[src/rtl/clk_meas_pkg.sv]
// Shared types and helpers for the clock frequency meter.
package clk_meas_pkg;

   localparam int CNT_W_DEF = 28;

   typedef enum logic [1:0] {
      IDLE = 2'd0,
      ARM  = 2'd1,
      RUN  = 2'd2
   } state_e;

   // Increment v (w bits wide, zero-extended) by inc, stopping at all-ones.
   function automatic logic [63:0] sat_inc(input logic [63:0] v, input logic inc,
                                           input int unsigned w);
      logic [63:0] max_v;
      max_v = (w >= 64) ? '1 : ((64'd1 << w) - 64'd1);
      return (inc && (v != max_v)) ? v + 64'd1 : v;
   endfunction

endpackage

[src/rtl/sync_edge_detect.sv]
// Synchronizes an asynchronous level and produces rise/fall strobes in the
// destination clock domain. Reusable for any slow asynchronous input.
module sync_edge_detect #(
   parameter int STAGES = 2
) (
   input  logic clk,
   input  logic rst_n,
   input  logic din,
   output logic level,
   output logic rise,
   output logic fall
);

   logic [STAGES-1:0] sync_q;
   logic              hist_q;

   // Synchronizer chain plus one history flop for edge detection.
   always_ff @(posedge clk or negedge rst_n) begin
      if (!rst_n) begin
         sync_q <= '0;
         hist_q <= 1'b0;
      end else begin
         sync_q <= {sync_q[STAGES-2:0], din};
         hist_q <= sync_q[STAGES-1];
      end
   end

   assign level = sync_q[STAGES-1];
   assign rise  = level & ~hist_q;
   assign fall  = ~level & hist_q;

endmodule

[src/rtl/clock_freq_meter.sv]
// Measures an asynchronous clock against clock_in: edges per gate window,
// period and high time in clock_in cycles, and a clock-present flag.
module clock_freq_meter
   import clk_meas_pkg::*;
#(
   parameter int GATE_CYCLES = 50_000_000,
   parameter int CNT_W       = CNT_W_DEF,
   parameter int SYNC_STAGES = 2
) (
   input  logic             clock_in,
   input  logic             reset_n,
   input  logic             meas_clk,
   input  logic             enable,
   output logic [CNT_W-1:0] freq_count,
   output logic             count_valid,
   output logic [CNT_W-1:0] period_cycles,
   output logic [CNT_W-1:0] high_cycles,
   output logic             period_valid,
   output logic             clk_present,
   output logic             overflow
);

   localparam int             GW        = $clog2(GATE_CYCLES);
   localparam logic [GW-1:0]  GATE_LAST = GW'(GATE_CYCLES - 1);
   localparam logic [CNT_W-1:0] CNT_MAX = '1;

   logic             level, rise, sync_fall_unused;
   logic [GW-1:0]    gate_cnt;
   logic [CNT_W-1:0] edge_cnt, per_cnt, high_cnt;
   logic [CNT_W-1:0] edge_total, per_next, high_next;
   logic             edge_sat, edge_total_sat, per_sat, per_sat_next;
   logic             ovf_win, ovf_per;
   logic             gate_end, arm_hit, capture;
   state_e           state_q, state_d;

   sync_edge_detect #(.STAGES(SYNC_STAGES)) u_sync (
      .clk   (clock_in),
      .rst_n (reset_n),
      .din   (meas_clk),
      .level (level),
      .rise  (rise),
      .fall  (sync_fall_unused)
   );

   // Saturating next values; the sat flags remember a clipped count until the result is taken.
   always_comb begin
      gate_end       = enable && (gate_cnt == GATE_LAST);
      edge_total     = CNT_W'(sat_inc(64'(edge_cnt), rise, CNT_W));
      edge_total_sat = edge_sat | (rise & (edge_cnt == CNT_MAX));
      per_next       = CNT_W'(sat_inc(64'(per_cnt), 1'b1, CNT_W));
      high_next      = CNT_W'(sat_inc(64'(high_cnt), level, CNT_W));
      per_sat_next   = per_sat | (per_cnt == CNT_MAX) | (level & (high_cnt == CNT_MAX));
   end

   // Gate window: count rises, publish the total (including a rise on the last cycle).
   always_ff @(posedge clock_in or negedge reset_n) begin
      if (!reset_n) begin
         gate_cnt    <= '0;
         edge_cnt    <= '0;
         edge_sat    <= 1'b0;
         freq_count  <= '0;
         count_valid <= 1'b0;
         clk_present <= 1'b0;
         ovf_win     <= 1'b0;
      end else if (!enable) begin
         gate_cnt    <= '0;
         edge_cnt    <= '0;
         edge_sat    <= 1'b0;
         count_valid <= 1'b0;
      end else if (gate_end) begin
         gate_cnt    <= '0;
         edge_cnt    <= '0;
         edge_sat    <= 1'b0;
         freq_count  <= edge_total;
         clk_present <= (edge_total != '0);
         ovf_win     <= edge_total_sat;
         count_valid <= 1'b1;
      end else begin
         gate_cnt    <= gate_cnt + GW'(1);
         edge_cnt    <= edge_total;
         edge_sat    <= edge_total_sat;
         count_valid <= 1'b0;
      end
   end

   // Period FSM state register.
   always_ff @(posedge clock_in or negedge reset_n) begin
      if (!reset_n) state_q <= IDLE;
      else          state_q <= state_d;
   end

   // Period FSM: wait for a first rise, then capture on every following rise.
   always_comb begin
      state_d = state_q;
      arm_hit = 1'b0;
      capture = 1'b0;
      if (!enable) begin
         state_d = IDLE;
      end else begin
         case (state_q)
            IDLE: state_d = ARM;
            ARM: if (rise) begin
               state_d = RUN;
               arm_hit = 1'b1;
            end
            RUN: capture = rise;
            default: state_d = IDLE;
         endcase
      end
   end

   // Period/high counters start at 1 on the rise cycle itself (level is high there).
   always_ff @(posedge clock_in or negedge reset_n) begin
      if (!reset_n) begin
         per_cnt       <= '0;
         high_cnt      <= '0;
         per_sat       <= 1'b0;
         period_cycles <= '0;
         high_cycles   <= '0;
         period_valid  <= 1'b0;
         ovf_per       <= 1'b0;
      end else begin
         period_valid <= 1'b0;
         if (!enable) begin
            per_cnt  <= '0;
            high_cnt <= '0;
            per_sat  <= 1'b0;
         end else if (arm_hit || capture) begin
            if (capture) begin
               period_cycles <= per_cnt;
               high_cycles   <= high_cnt;
               ovf_per       <= per_sat;
               period_valid  <= 1'b1;
            end
            per_cnt  <= CNT_W'(1);
            high_cnt <= CNT_W'(1);
            per_sat  <= 1'b0;
         end else if (state_q == RUN) begin
            per_cnt  <= per_next;
            high_cnt <= high_next;
            per_sat  <= per_sat_next;
         end
      end
   end

   assign overflow = ovf_win | ovf_per;

endmodule
[config.mk]
export PLATFORM = sky130hd
export DESIGN_NAME = clock_freq_meter
export DESIGN_NICKNAME = d
export VERILOG_FILES = /design/src/rtl/clk_meas_pkg.sv /design/src/rtl/sync_edge_detect.sv /design/src/rtl/clock_freq_meter.sv
export SDC_FILE = /design/constraint.sdc
export NUM_CORES = 1
export LEC_CHECK = 0
export ABC_AREA = 1
export ABC_CLOCK_PERIOD_IN_PS = 3800
export BUFFER_PORTS_ARGS = -buffer_cell sky130_fd_sc_hd__clkbuf_2
export CAP_MARGIN = 20
export CORE_ASPECT_RATIO = 1.1
export CORE_MARGIN = 2
export CORE_UTILIZATION = 25
export CTS_CLUSTER_DIAMETER = 100
export DETAILED_ROUTE_END_ITERATION = 7
export GPL_TIMING_DRIVEN = 1
export SLEW_MARGIN = 20
export SYNTH_ARGS = -nofsm -noshare
export SYNTH_HDL_FRONTEND = slang
export SYNTH_SLANG_ARGS = --single-unit
[constraint.sdc]
create_clock -name clock_in -period 3.8 [get_ports clock_in]
set_input_delay 0.57 -clock clock_in [delete_from_list [all_inputs] [get_ports clock_in]]
set_output_delay 0.57 -clock clock_in [all_outputs]
set_load 0.01 [all_outputs]
==> impl_metrics.json <==
{
  "worst_slew_margin_rel_pct": 49.5,
  "sequential_cell_area_um2": 5150,
  "internal-power_mw": 3.67,
  "floorplan.die.width_um": 200,
  "post-synth-top-area-fraction_pct": 48.6,
  "worst_slew_pin_slew_ns": 0.756,
  "period_share_pct": 78.3,
  "maximum_capacitance_violations": 0,
  "tns_ns": 0,
  "timing_max_transition_violations_final": 0,
  "detailedPlacementHpwl_um": 21000,
  "run_status": "completed",
  "finalPower_mw": 4.78,
  "main_combinational_cell_family_by_area_after_synthesis": "simple AND/OR/NAND/NOR gates",
  "floorplan.initialDensity_pct": 25.2,
  "fmax_mhz": 336,
  "antenna_violating_nets_post_route": 0,
  "postSynthNetCount": 1404,
  "hold_violations": 0,
  "part_of_the_total_power_dissipated_in_sequential_elements_pct": 46.9,
  "max_ir_drop_vdd_mv": 0.269,
  "synth-xor-area-share_pct": 2.64,
  "most_used_flip_flop_cell_after_synthesis": "dfrtp_1",
  "clock-sinks": 206,
  "power.net_switching_mw": 1.11,
  "fill_cells": 4566,
  "synthTopCellsByArea": "dfrtp_1 49%, nand2_1 14%, nor2_1 6.2%",
  "core_um2": 42100,
  "first_global_vias": 9032,
  "post_synthesis_share_of_cell_area_spent_on_full_adders_half_adders_and_majority_gates_pct": 0.472,
  "grt_antenna_before_repair": 0,
  "num_io_pins": 92,
  "synth-async-reset-ratio_pct": 100,
  "routedWlPerCell_um": 13.8,
  "drt-total-wl_um": 28500,
  "clock_tree.root_cell": "clkbuf_16",
  "post_synth_num_cell_types": 43,
  "power.combinational.fraction_pct": 4.2,
  "grt_first_pass_wirelength_um": 47600,
  "drt_iter0_markers": 602,
  "placed_cells": 2020,
  "antennaDiodeCount": 0,
  "rsz0062_at_grt": "false",
  "path_clk_slew_ns": 0.06,
  "synth_area_leader_cell": "dfrtp_1",
  "layout.core_utilization_pct": 29.6,
  "global_route.overflow_total": 0,
  "timing.critical_path.from_type": "flip-flop",
  "mappedNetlistArea_um2": 10600,
  "pwr-share-clk_pct": 48.9,
  "detail_route.drc_violations": 0,
  "cts_resized": 0,
  "timing.hold.ws_ns": 0.131,
  "pwr_density_cell_nw_per_um2": 383,
  "worst_skew_late_latency_ns": 0.54,
  "cts-buffers-inserted": 24,
  "port-buffer-count": 91,
  "chipHeight_um": 220,
  "num_vias": 9118,
  "final-setup-viol-count": 0,
  "placed_area_um2": 11700,
  "placement_rows": 79,
  "share_of_layout_cells_above_drive_strength_1_pct": 12.1,
  "multi_input_area_um2": 4650,
  "synth_seq_cells": 206,
  "fin_nets": 1488,
  "post_synth_mux_area_share_pct": 0,
  "synth_warn": 0,
  "path_class": "flip-flop to flip-flop",
  "worstPathRequired_ns": 4.27,
  "post_synth_and_or_nand_nor_area_fraction_pct": 32.8,
  "clock_tree.htree_level_count": 1,
  "complex_gate_fraction_of_the_synthesized_area_pct": 7.93,
  "instances_no_fill": 2065,
  "grt_usage_pct": 13.1,
  "pin_count_of_the_biggest_net_entering_global_routing": 115,
  "syn-instance-count": 1396,
  "synth-edff-count": 0,
  "post_cts.repair.setup_buffers": 0,
  "worst_ep_arrival_time_ns": 3.45,
  "gp_congestion": 0.897,
  "hold_path_class": "input port to flip-flop",
  "final_cell_area_um2": 12500,
  "min_period_ns": 2.98,
  "floorplan.die_area_um2": 44100,
  "clock_tree.buffer_depth": 3,
  "tritoncts": "yes",
  "syn_area_per_cell_um2": 7.60,
  "layout-area-overhead-vs-synth_pct": 17.6,
  "leakage_nw": 5.66,
  "critPathMaxFanout": 22,
  "drt_pre_antenna_iters": 5,
  "switching_share_pct": 23.2,
  "synth-seq-area-share_pct": 48.6,
  "drt-vias-per-instance": 4.42,
  "final.setup.worst_slack_ns": 0.825,
  "dp_worst_setup_slack_ns": 0.815,
  "critPathCaptureType": "flip-flop",
  "worst_clock_skew_ns": 0.0231
}
-- synthesized netlist by cell type (4+ instances only) --
| library cell | n |
|---|---|
| nand2_1 | 392 |
| nor2_4 | 7 |
| inv_2 | 7 |
| dfrtp_1 | 206 |
| and3_1 | 4 |
| o21ai_0 | 118 |
| nor2_1 | 175 |
| nand3b_1 | 5 |
| o21ai_1 | 9 |
| xor2_1 | 25 |
| nand2_2 | 12 |
| nand3_1 | 94 |
| nand4_1 | 32 |
| buf_2 | 10 |
| a21oi_1 | 22 |
| nor3_1 | 46 |
| nor4_1 | 13 |
| xnor2_1 | 7 |
| inv_1 | 144 |
| clkbuf_1 | 27 |
| ha_1 | 4 |
-- power groups by stage --
stage	Combinational [mW]	Sequential, mW	Clock (mW)
3_5_place_dp	0.206	2.28	0
6_report	0.201	2.24	2.34
4_1_cts	0.208	2.24	2.41
3_3_place_gp	0.204	2.28	0
2_1_floorplan	0.109	2.28	0
5_1_grt	0.233	2.24	2.50
-- layout by cell type (no fill, tap or decap), types with 2 or more instances in the layout --
cell type and instances:
nand2_1 392, dfrtp_1 206, nor2_1 175, inv_1 143
o21ai_0 118, nand3_1 94, clkbuf_2 90, nor3_1 46
nand4_1 32, xor2_1 25, clkbuf_16 24, a21oi_1 22
nor4_1 13, nand2_2 12, o21ai_1 9, buf_4 9
inv_2 8, xnor2_1 7, nor2_4 7, clkbuf_1 7
clkbuf_8 6, nand3b_1 5, and3_1 4, ha_1 4
nor2_2 3, nor3b_1 3, or2_2 3, nand2_4 3
clkinv_2 3, a211oi_1 2, nor3_2 2, o21a_1 2
o211ai_1 2, bufinv_16 2, clkinv_4 2, buf_12 2
-- logic make-up (layout without fill, tap and decap cells) --
group	after synthesis	count (layout)
AO/OA/AOI/OAI	160	160
AND/OR/NAND/NOR	797	797
adder cells (fa/ha/maj)	4	4
flip-flops	206	206
XOR/XNOR	32	32
buffers and inverters	197	299
-- worst max-delay path, stage by stage, from the launching register on --
cell	delay, ns
dfrtp_1	0.39
inv_1	0.10
nor2_4	0.45
inv_2	0.19
nor2_4	0.16
nor2_2	0.05
buf_4	0.19
nand2_2	0.08
inv_2	0.13
o21ai_4	0.13
nand2_2	0.22
nand2_2	0.34
nand2_1	0.18
o21ai_1	0.15
nand2_1	0.06
nor2_1	0.09
-- routing by layer --
metal  part of all wire [%]  wire [um]  GRT usage, %  vias to the layer above
met5                      0          0             0                        -
met4                    1.9        550          3.83                        0
met3                    4.1       1160          1.64                       30
met2                     46      13200          22.0                      198
met1                     48      13500          17.6                     4239
li1                       -          -             -                     4651
-- final timing paths --
check,start,slack (ns),cells after the start,end
max,u_sync.sync_q[1]$_DFF_PN0_,0.82,15,per_cnt[24]$_DFFE_PN0P_
min,meas_clk,0.13,1,u_sync.sync_q[0]$_DFF_PN0_
max reg2reg,u_sync.sync_q[1]$_DFF_PN0_,0.82,15,per_cnt[24]$_DFFE_PN0P_
min reg2reg,u_sync.sync_q[0]$_DFF_PN0_,0.44,0,u_sync.sync_q[1]$_DFF_PN0_
max in group asynchronous,reset_n,2.23,3,period_valid$_DFF_PN0_
min in group asynchronous,reset_n,0.54,2,freq_count[9]$_DFFE_PN0P_
-- registers in the layout, summed over array words and instances (netlist names), 2 cells and up --
| signal | count |
|---|---|
| per_cnt | 28 |
| state_q | 2 |
| high_cycles | 28 |
| gate_cnt | 26 |
| high_cnt | 28 |
| u_sync.sync_q | 2 |
| freq_count | 28 |
| edge_cnt | 28 |
| period_cycles | 28 |
-- timing repair --
item / in CTS / in global routing
endpoints found under the setup margin: 0 / 0
endpoints found under the hold margin: 37 / 0
hold buffers: 1 / 0
-- cell type report --
class,instances,share of cell area (%)
multi-input combinational,993,37.3
clock buffer,36,5.58
clock inverter,8,0.873
inverter,152,4.57
timing repair buffer,103,4.66
tap,567,5.69
sequential,206,41.3
(Power assumes the default switching activity.)
